--- src/rtl/cpu_pkg.sv ---
// Shared CPU definitions used by the divide sequencer.
// Contents:
//   XLEN_DEFAULT   default datapath width
//   div_state_t    divide sequencer states
//   F3_*           funct3 encodings of the RV32M divide group
//   f3_is_div()    true for any divide-group funct3
package cpu_pkg;

    localparam int XLEN_DEFAULT = 32;

    typedef enum logic [2:0] {
        IDLE = 3'd0,
        PREP = 3'd1,
        ITER = 3'd2,
        FIX  = 3'd3,
        DONE = 3'd4
    } div_state_t;

    localparam logic [2:0] F3_DIV  = 3'b100;
    localparam logic [2:0] F3_DIVU = 3'b101;
    localparam logic [2:0] F3_REM  = 3'b110;
    localparam logic [2:0] F3_REMU = 3'b111;

    // Every divide-group encoding has bit 2 set; the other four codes are ignored.
    function automatic logic f3_is_div(input logic [2:0] f3);
        return f3[2];
    endfunction

endpackage

--- src/rtl/div_sequencer_if.sv ---
// Bus between the EX-stage control and the divide sequencer.
// Handshake: start_i is held high by the pipeline for as long as stall_o is
// high; the operation completes when done_o pulses for one cycle, in which
// stall_o is low so the pipeline advances on that edge. flush_i aborts the
// in-flight instruction without a done_o.
// Signals:
//   start_i, funct3_i, a_i, b_i, flush_i   pipeline -> sequencer
//   stall_o, busy_o, done_o, result_o      sequencer -> pipeline
//   state_o                                FSM state (debug observation)
interface div_sequencer_if
    import cpu_pkg::*;
#(
    parameter int XLEN = XLEN_DEFAULT
);
    logic            start_i;
    logic [2:0]      funct3_i;
    logic [XLEN-1:0] a_i;
    logic [XLEN-1:0] b_i;
    logic            flush_i;
    logic            stall_o;
    logic            busy_o;
    logic            done_o;
    logic [XLEN-1:0] result_o;
    div_state_t      state_o;

    modport master (
        output start_i, funct3_i, a_i, b_i, flush_i,
        input  stall_o, busy_o, done_o, result_o, state_o
    );

    modport slave (
        input  start_i, funct3_i, a_i, b_i, flush_i,
        output stall_o, busy_o, done_o, result_o, state_o
    );
endinterface

--- src/rtl/div_step.sv ---
// One combinational radix-2 restoring division step.
// Ports:
//   rem_i, quo_i   partial remainder and dividend/quotient shift register
//   divisor_i      divisor magnitude
//   rem_o, quo_o   values after shifting {rem,quo} left one and trial-subtracting
module div_step #(
    parameter int XLEN = 32
) (
    input  logic [XLEN-1:0] rem_i,
    input  logic [XLEN-1:0] quo_i,
    input  logic [XLEN-1:0] divisor_i,
    output logic [XLEN-1:0] rem_o,
    output logic [XLEN-1:0] quo_o
);
    // The shifted remainder can reach 2*divisor-1, so both the shifted value
    // and the trial difference need XLEN+1 bits. Bit XLEN of the trial is
    // set exactly when the subtraction went negative.
    logic [XLEN:0] rem_sh;
    logic [XLEN:0] trial;

    assign rem_sh = {rem_i, quo_i[XLEN-1]};
    assign trial  = rem_sh - {1'b0, divisor_i};
    assign rem_o  = trial[XLEN] ? rem_sh[XLEN-1:0] : trial[XLEN-1:0];
    assign quo_o  = {quo_i[XLEN-2:0], ~trial[XLEN]};
endmodule

--- src/rtl/div_sequencer.sv ---
// Multi-cycle RV32M divide/remainder sequencer beside the EX-stage ALU.
// Stalls the pipeline while a DIV/DIVU/REM/REMU runs XLEN restoring steps,
// applies RISC-V sign and corner-case rules, then pulses done_o with the
// result. Divide-by-zero and signed overflow finish one cycle after accept.
// Ports:
//   clk   system clock
//   rst   synchronous active-high reset
//   bus   div_sequencer_if slave modport (start/funct3/operands/flush in,
//         stall/busy/done/result/state out)
module div_sequencer
    import cpu_pkg::*;
#(
    parameter int XLEN = XLEN_DEFAULT
) (
    input  logic        clk,
    input  logic        rst,
    div_sequencer_if.slave bus
);
    localparam int CNT_W = $clog2(XLEN);
    localparam logic [CNT_W-1:0] CNT_LAST = CNT_W'(XLEN - 1);
    localparam logic [XLEN-1:0]  SMIN     = {1'b1, {(XLEN-1){1'b0}}};
    localparam logic [XLEN-1:0]  ONES     = '1;

    div_state_t      state, state_n;
    logic [XLEN-1:0] a_q, b_q, rem_q, quo_q, div_q, result_q;
    logic            signed_q, rem_sel_q, q_neg_q, r_neg_q;
    logic [CNT_W-1:0] cnt_q;

    logic            accept, special, f3_signed, busy;
    logic [XLEN-1:0] special_res, a_mag, b_mag, fix_quo, fix_rem;
    logic [XLEN-1:0] step_rem, step_quo;

    div_step #(.XLEN(XLEN)) u_step (
        .rem_i     (rem_q),
        .quo_i     (quo_q),
        .divisor_i (div_q),
        .rem_o     (step_rem),
        .quo_o     (step_quo)
    );

    // A flush in IDLE suppresses acceptance of a simultaneous start.
    assign accept    = (state == IDLE) & bus.start_i & f3_is_div(bus.funct3_i) & ~bus.flush_i;
    assign f3_signed = ~bus.funct3_i[0];
    assign special   = (bus.b_i == '0) |
                       (f3_signed & (bus.a_i == SMIN) & (bus.b_i == ONES));

    // Divide-by-zero: q = all ones, r = dividend. Overflow: q = MIN, r = 0.
    always_comb begin
        special_res = '0;
        if (bus.b_i == '0) special_res = bus.funct3_i[1] ? bus.a_i : ONES;
        else               special_res = bus.funct3_i[1] ? '0      : SMIN;
    end

    // Negating MIN yields MIN, which read as unsigned is the correct magnitude.
    assign a_mag   = (signed_q & a_q[XLEN-1]) ? -a_q : a_q;
    assign b_mag   = (signed_q & b_q[XLEN-1]) ? -b_q : b_q;
    assign fix_quo = q_neg_q ? -quo_q : quo_q;
    assign fix_rem = r_neg_q ? -rem_q : rem_q;

    always_comb begin
        state_n = state;
        case (state)
            IDLE:    if (accept) state_n = special ? DONE : PREP;
            PREP:    state_n = ITER;
            ITER:    if (cnt_q == '0) state_n = FIX;
            FIX:     state_n = DONE;
            DONE:    state_n = IDLE;
            default: state_n = IDLE;
        endcase
        if (bus.flush_i && (state != IDLE)) state_n = IDLE;
    end

    always_ff @(posedge clk) begin
        if (rst) begin
            state     <= IDLE;
            a_q       <= '0;
            b_q       <= '0;
            rem_q     <= '0;
            quo_q     <= '0;
            div_q     <= '0;
            result_q  <= '0;
            signed_q  <= 1'b0;
            rem_sel_q <= 1'b0;
            q_neg_q   <= 1'b0;
            r_neg_q   <= 1'b0;
            cnt_q     <= '0;
        end else begin
            state <= state_n;
            case (state)
                IDLE: begin
                    if (accept) begin
                        a_q       <= bus.a_i;
                        b_q       <= bus.b_i;
                        signed_q  <= f3_signed;
                        rem_sel_q <= bus.funct3_i[1];
                        if (special) result_q <= special_res;
                    end
                end
                PREP: begin
                    quo_q   <= a_mag;
                    div_q   <= b_mag;
                    rem_q   <= '0;
                    cnt_q   <= CNT_LAST;
                    q_neg_q <= signed_q & (a_q[XLEN-1] ^ b_q[XLEN-1]);
                    r_neg_q <= signed_q & a_q[XLEN-1];
                end
                ITER: begin
                    rem_q <= step_rem;
                    quo_q <= step_quo;
                    cnt_q <= cnt_q - CNT_W'(1);
                end
                FIX: begin
                    // A flush here must leave the previous result visible.
                    if (!bus.flush_i) result_q <= rem_sel_q ? fix_rem : fix_quo;
                end
                default: ;
            endcase
        end
    end

    assign busy         = (state == PREP) | (state == ITER) | (state == FIX);
    assign bus.busy_o   = busy;
    assign bus.stall_o  = ~bus.flush_i & (accept | busy);
    assign bus.done_o   = (state == DONE) & ~bus.flush_i;
    assign bus.result_o = result_q;
    assign bus.state_o  = state;
endmodule
--- src/flat_wrapper.sv ---
// flat-port wrapper written by rule: the top's interface ports become plain ports
module div_sequencer_flat import cpu_pkg::*;
#(
    parameter int XLEN = XLEN_DEFAULT
)
  (clk, rst, bus_start_i, bus_funct3_i, bus_a_i, bus_b_i, bus_flush_i, bus_stall_o, bus_busy_o, bus_done_o, bus_result_o, bus_state_o);
  div_sequencer_if #(.XLEN(XLEN)) bus_i ();
  input  logic clk;
  input  logic rst;
  input wire logic [$bits(bus_i.start_i)-1:0] bus_start_i;
  input wire logic [$bits(bus_i.funct3_i)-1:0] bus_funct3_i;
  input wire logic [$bits(bus_i.a_i)-1:0] bus_a_i;
  input wire logic [$bits(bus_i.b_i)-1:0] bus_b_i;
  input wire logic [$bits(bus_i.flush_i)-1:0] bus_flush_i;
  output wire logic [$bits(bus_i.stall_o)-1:0] bus_stall_o;
  output wire logic [$bits(bus_i.busy_o)-1:0] bus_busy_o;
  output wire logic [$bits(bus_i.done_o)-1:0] bus_done_o;
  output wire logic [$bits(bus_i.result_o)-1:0] bus_result_o;
  output wire logic [$bits(bus_i.state_o)-1:0] bus_state_o;
  assign bus_i.start_i = bus_start_i;
  assign bus_i.funct3_i = bus_funct3_i;
  assign bus_i.a_i = bus_a_i;
  assign bus_i.b_i = bus_b_i;
  assign bus_i.flush_i = bus_flush_i;
  assign bus_stall_o = bus_i.stall_o;
  assign bus_busy_o = bus_i.busy_o;
  assign bus_done_o = bus_i.done_o;
  assign bus_result_o = bus_i.result_o;
  assign bus_state_o = bus_i.state_o;
  div_sequencer #(.XLEN(XLEN)) u_core (.clk(clk), .rst(rst), .bus(bus_i));
endmodule
--- config.mk ---
export PLATFORM = sky130hd
export DESIGN_NAME = div_sequencer_flat
export DESIGN_NICKNAME = d
export VERILOG_FILES = /design/src/rtl/cpu_pkg.sv /design/src/rtl/div_sequencer_if.sv /design/src/rtl/div_step.sv /design/src/rtl/div_sequencer.sv /design/src/flat_wrapper.sv
export SDC_FILE = /design/constraint.sdc
export NUM_CORES = 1
export LEC_CHECK = 0
export BUFFER_PORTS_ARGS = -buffer_cell sky130_fd_sc_hd__clkbuf_2
export CELL_PAD_IN_SITES_DETAIL_PLACEMENT = 1
export CELL_PAD_IN_SITES_GLOBAL_PLACEMENT = 1
export CORE_MARGIN = 3
export CORE_UTILIZATION = 46
export DETAILED_ROUTE_END_ITERATION = 10
export MAX_ROUTING_LAYER = met4
export PLACE_DENSITY = 0.86
export SYNTH_ARGS = -nofsm -noshare
export SYNTH_HDL_FRONTEND = slang
export SYNTH_HIERARCHICAL = 1
export SYNTH_SLANG_ARGS = --single-unit
--- constraint.sdc ---
create_clock -name clk -period 4.05 [get_ports clk]
set_clock_uncertainty 0.1 [all_clocks]
set_input_delay 0.81 -clock clk [delete_from_list [all_inputs] [get_ports clk]]
set_output_delay 0.81 -clock clk [all_outputs]
set_load 0.03 [all_outputs]
==> results of run 1 <==
## power breakdown
part | total, mW | switching [mW] | leakage [nW] | internal (mW)
Combinational | 1.23 | 0.700 | 3.86 | 0.533
Clock | 2.16 | 0.886 | 0.365 | 1.27
Sequential | 2.11 | 0.0587 | 1.65 | 2.05
Total | 5.50 | 1.65 | 5.87 | 3.86
## Yosys cell counts (6+ instances only)
cell,instances
o211ai_1,13
ha_1,38
a22oi_1,65
nor4_1,29
o41ai_1,14
o31ai_1,39
a211oi_1,22
o21ai_0,66
mux2_4,19
nor3_1,31
o21bai_1,10
or3_1,19
a21oi_1,165
nor2_1,120
o22ai_1,32
a211o_1,7
o21a_1,9
a21o_1,19
dfxtp_1,204
buf_4,36
nand3_1,28
nand2_1,208
a31oi_1,33
xnor2_1,67
inv_1,66
o2111ai_1,9
xor2_1,64
nand4_1,16
or4_1,23
buf_2,6
mux2i_1,7
buf_1,8
and3_1,9
clkbuf_1,91
or2_2,10
## worst reg2reg max path, stage by stage, from the launching register on
cell and delay, ps:
dfxtp_1 330, inv_1 60, ha_1 220, fa_1 430, and2b_2 270, o2111ai_2 130
a21oi_2 240, o2111ai_1 210, a211oi_2 290, nor2_4 100, mux2i_4 280, and2_4 270
clkinv_8 170, mux2_4 350, a22oi_1 190, nor2_1 60
## flip-flops by register name, summed over array words and instances, names as in the netlist
| name | count |
|---|---|
| u_core/quo_q | 32 |
| u_core/signed_q | 1 |
| u_core/cnt_q | 5 |
| u_core/rem_q | 32 |
| u_core/r_neg_q | 1 |
| u_core/bus.state_o | 3 |
| u_core/bus.result_o | 32 |
| u_core/q_neg_q | 1 |
| u_core/div_q | 32 |
| u_core/b_q | 32 |
| u_core/rem_sel_q | 1 |
| u_core/a_q | 32 |
## metrics by stage
step / hold WS, ps / power [mW] / util [%] / cells
floorplan: 340 / 3.07 / - / 1730
global placement: 345 / 3.27 / 48.9 / 2106
detailed placement: 356 / 3.32 / 48.9 / 2106
CTS: 369 / 5.46 / 51.5 / 2143
global route: 383 / 5.71 / 51.7 / 2149
finish: 363 / 5.50 / 51.7 / 2149
## cell families after synthesis
| family | share of synthesized area (%) |
|---|---|
| compound gates | 27.2 |
| flops | 30.0 |
| xor+xnor | 8.42 |
| fa+ha+maj | 3.64 |
| simple gates | 19.7 |
| mux | 3.19 |
| buf+inv | 7.91 |
## layout make-up
type	instances	area share, %
sequential	204	27.3
tap	384	3.21
inverter	69	1.82
clock inverter	10	0.887
timing repair buffer	150	5.83
clock buffer	27	4.15
multi-input combinational	1305	56.8
## worst max-delay path by stage
stage / slack [ps] / to / depth (start not counted) / startpoint
after floorplan: 450 / u_core/rem_q[10] / 17 / u_core/quo_q[31]
after global placement: 370 / u_core/rem_q[3] / 14 / u_core/rem_q[0]
after detailed placement: 190 / u_core/rem_q[7] / 14 / u_core/rem_q[0]
after CTS: 130 / u_core/rem_q[4] / 14 / u_core/rem_q[0]
after global routing: -30 / u_core/rem_q[9] / 15 / u_core/quo_q[31]
final: 190 / u_core/rem_q[9] / 15 / u_core/quo_q[31]
## per-layer routing
metal | vias up | share of wire [%] | track usage [%]
met1 | 6733 | 44 | 42.4
met4 | 0 | 3.4 | 9.59
met3 | 106 | 8.5 | 6.00
li1 | 6356 | - | -
met2 | 559 | 44 | 47.9
met5 | - | 0 | -
## repair_timing
item / in CTS / in global routing
buffers inserted: 0 / 6
endpoints found under the setup margin: 0 / 23
gates resized for setup: 0 / 2
==> results.txt, run 1 <==
Outcome: complete, no violations
Fillers: 3,554
Syn Nets: 1,840
Max Cap Violations: 0
Most frequent cells in the layout: nand2_1 (207), dfxtp_1 (203), a21oi_1 (165)
CP max stage delay: 430 ps
TNS Setup: 0 ps
Global-route wire length before repair: 77,100 um
Max-Slew Margin vs Limit: 31.4%
Antenna Violating Nets Remaining: 0
Vias per cell: 6.40
Final instance area: 14,900 um2
Hold Startpoint: u_core/bus.result_o[16]
Row Count: 62
Number of synthesized flops with an enable pin: 0
DP Area: 14,100 um2
DR pass1 iterations: 5
PortBufs: 108
DR iter-0 viols: 1,285
Mean Syn Cell Area: 7.88 um2
Fin crit period: 3860 ps
Die width: 178 um
Wirelength per Cell: 23.0 um
R2R setup slack: 190 ps
Asr flop ratio synth: 0%
Mapped Cells: 1,730
GRT overflow: 0
Max Slew Vio Count: 0
Post-synth design cell area: 13,600 um2
Pin count of the biggest net entering global routing: 76
CTS tree: yes
Leakage: 5.87 nW
Worst-Skew Late Latency: 530 ps
Synth top area share: 30.0%
Crit path capture type: flip-flop
Cts bufs inserted: 23
R2r startpoint: u_core/quo_q[31]
Maximum operating frequency: 0.259 GHz
NumNets Final: 1,863
Worst setup margin: 192 ps
Crit-path max FO: 24
R2R cell count: 15
RePlAce Congestion: 1.04
Residual DRC: 0
Final period utilization: 95.3%
Fin. Hold Viols: 0
Hold Crit Endpoint: u_core/bus.result_o[16]
CP cell instances: inv_1 -> ha_1 -> fa_1 -> and2b_2 -> o2111ai_2 -> a21oi_2 -> o2111ai_1 -> a211oi_2 -> nor2_4 -> mux2i_4 -> and2_4 -> clkinv_8 -> mux2_4 -> a22oi_1 -> nor2_1
Die Y-Extent: 178 um
Reg2Reg Capture Point: u_core/rem_q[9]
H-tree levels: 1
Reg area: 4090 um2
Area Overhead vs Synth: 9.70%
Depth of the worst hold-timing path: 1
Vias: 13,754
N_diodes: 0
Vias in the first global route: 13,521
Cell variety after synth: 95
Footprint of the multi-input gates: 8490 um2
Synth area leaders: dfxtp_1 (30%), a21oi_1 (6.1%), nand2_1 (5.7%), xnor2_1 (4.3%), xor2_1 (4.1%)
Actual slew at the worst max-slew pin: 1030 ps
Cell taking the most area after synthesis: dfxtp_1
Fraction of layout cells with a size suffix above 1: 15.0%
Total Routing Usage GR: 31.5%
I/O pin total: 109
Post-synthesis sequential area ratio: 30.0%
Ys flop type: dfxtp_1
Critical Path AT: 4130 ps
Worst-path clk slew: 60 ps
Final setup viols: 0
Final HPWL DP: 36,700 um
Delay-heaviest family, CP: compound AO/OA/AOI/OAI gates
Initial Util: 47.1%
Core area: 28,900 um2
Hold buffers post-CTS: 0
Initial antenna violation count: 0
DRT Wirelength: 49,500 um
Critical Path Source Type: flip-flop
Min-Delay Path Class: reg2reg
Placement Setup Slack: 193 ps
Pwr Density: 368 nW/um2
Critical Path RT: 4320 ps
Setup Crit Path Kind: reg2reg
Die area: 31,700 um2
CTS max path bufs: 3
YS warnings: 6
Crit-path slowest cell: fa_1
# clock sinks: 204
Clock Tree Root: clkbuf_16
Bufs and invs on worst path: 2
Post-synthesis register bit count: 204
Most common cell after layout, fill and taps aside: nand2_1
Max VDD drop: 0.250 mV
Power figures use the tool's default switching activity.
==> inputs of run 2 (changes only) <==
- CORE_UTILIZATION: 46 -> 45
- PLACE_DENSITY: 0.86 -> 0.85
- SYNTH_HIERARCHICAL: 1 -> not set
==> results.txt, run 2 <==
Post-synthesis sequential area ratio: 32.2%
N_diodes: 0
Antenna Violating Nets Remaining: 0
R2R cell count: 13
Post-synthesis register bit count: 204
Crit-path max FO: 24
TNS Setup: 0 ps
Pin count of the biggest net entering global routing: 145
Fin cells: 2,120
R2r startpoint: u_core.quo_q[31]
DR iter-0 viols: 1,106
Final period utilization: 88.4%
Die Y-Extent: 174 um
Vias in the first global route: 12,789
Area Overhead vs Synth: 13.6%
Cts bufs inserted: 24
Fraction of layout cells with a size suffix above 1: 12.0%
Placed Cells: 2,076
Maximum operating frequency: 0.279 GHz
Most common cell after layout, fill and taps aside: nand2_1
Post_cts resized: 0
Vias per cell: 6.12
Hold Startpoint: bus_funct3_i[0]
Mean Syn Cell Area: 7.60 um2
Fin. Hold Viols: 0
Critical Path RT: 4350 ps
Final HPWL DP: 34,000 um
Top-count cell post-synth: nand2_1
Fin crit period: 3580 ps
CTS tree: yes
DR pass1 iterations: 5
Core area: 27,300 um2
Setup Crit Path Kind: reg2reg
Residual DRC: 0
Crit path launch: u_core.quo_q[31]
PortBufs: 108
Critical Path Source Type: flip-flop
Final setup viols: 0
Ys flop type: dfxtp_1
Max VDD drop: 0.340 mV
Top cells by instance count after synthesis: nand2_1 (279), dfxtp_1 (204), a21oi_1 (171)
Wirelength per Cell: 21.5 um
Post-synth design cell area: 12,700 um2
Synth top area share: 32.2%
Worst-Skew Late Latency: 550 ps
Min-Delay Path Class: in2reg
Max Slew Vio Count: 0
Number of synthesized flops with an enable pin: 0
H-tree levels: 1
YS warnings: 0
Outcome: complete, no violations
Crit path capture type: flip-flop
Global-route wire length before repair: 70,900 um
Clock Tree Root: clkbuf_16
Max Cap Violations: 0
Max-Slew Margin vs Limit: 22.7%
I/O pin total: 109
RSZ-0062 raised after global routing: false
Critical Path AT: 3880 ps
# clock sinks: 204
Total Routing Usage GR: 29.8%
Leakage: 5.48 nW
Cell taking the most area after synthesis: dfxtp_1
Hold buffers post-CTS: 0
Pwr Density: 358 nW/um2
DRT Wirelength: 45,600 um
Initial antenna violation count: 0
Most frequent cells in the layout: nand2_1 (279), dfxtp_1 (204), a21oi_1 (171)
Depth of the worst hold-timing path: 2
Die area: 30,300 um2
Die width: 174 um
Vias: 12,968
Initial Util: 46.4%
Syn Nets: 1,780
Asr flop ratio synth: 0%
Cell variety after synth: 70
Worst-path clk slew: 60 ps
Mapped Cells: 1,670
RePlAce Congestion: 0.987
Actual slew at the worst max-slew pin: 1160 ps
NumNets Final: 1,840
Worst setup margin: 471 ps
GRT overflow: 0
CTS max path bufs: 3
Row Count: 60
Synth area leaders: dfxtp_1 (32%), nand2_1 (8.3%), a21oi_1 (6.7%), xor2_1 (5.2%), xnor2_1 (4.3%)
Placement Setup Slack: 181 ps
Post-CTS setup buffers: 0
[run 2: final timing paths]
kind / end / slack (ps)
worst max-delay path: u_core.rem_q[6] / 470
worst min-delay path: u_core.signed_q / 360
worst max register to register: u_core.rem_q[6] / 470
worst min register to register: u_core.a_q[11] / 360
[run 2: layer usage]
metal | global-route usage, % | wire length, um | vias to the layer above
met5 | - | 0 | -
met4 | 8.08 | 1390 | 0
met3 | 6.84 | 3810 | 86
met2 | 45.9 | 20300 | 465
met1 | 39.3 | 20200 | 6307
li1 | - | - | 6110
[run 2: power by group]
| group | leakage (nW) | switching [mW] | internal [mW] | total (mW) |
|---|---|---|---|---|
| Clock | 0.400 | 0.923 | 1.29 | 2.21 |
| Sequential | 1.65 | 0.0491 | 2.05 | 2.10 |
| Combinational | 3.44 | 0.525 | 0.325 | 0.850 |
[run 2: metrics by stage]
| stage | power (mW) | hold WS [ps] | util (%) | cell area [um2] |
|---|---|---|---|---|
| 6_report | 5.16 | 357 | 52.8 | 14400 |
| 5_1_grt | 5.37 | 365 | 52.8 | 14400 |
| 4_1_cts | 5.17 | 339 | 52.8 | 14400 |
| 3_5_place_dp | 2.97 | 356 | 49.8 | 13600 |
| 3_3_place_gp | 2.95 | 343 | 49.8 | 13600 |
| 2_1_floorplan | 2.71 | 336 | - | 12700 |
[run 2: cell families (layout without fill, tap and decap cells)]
logic type	Yosys count	in the layout	synth area share (%)
AND/OR/NAND/NOR	573	573	20.8
AO/OA/AOI/OAI	517	517	25.8
flip-flops	204	204	32.2
buffers and inverters	166	244	5.06
XOR/XNOR	139	139	9.74
adder cells (fa/ha/maj)	39	39	3.90
multiplexers	32	32	2.52
[run 2: final cells by class]
type / count / area [um2]
fill: 3472 / 12900
multi-input combinational: 1300 / 7990
sequential: 204 / 4080
timing repair buffer: 142 / 848
clock buffer: 35 / 712
tap: 372 / 465
inverter: 58 / 218
clock inverter: 9 / 101
[run 2: critical path, cell delays in order, from the launching register on]
cell and delay [ps]:
dfxtp_1 370, inv_1 80, ha_1 200, fa_1 390, nand2b_1 200, a21o_1 190
a21oi_1 300, o21ba_2 230, o21ai_2 120, o211ai_2 290, xor2_4 340, buf_12 260
mux2i_1 240, o21ai_0 110
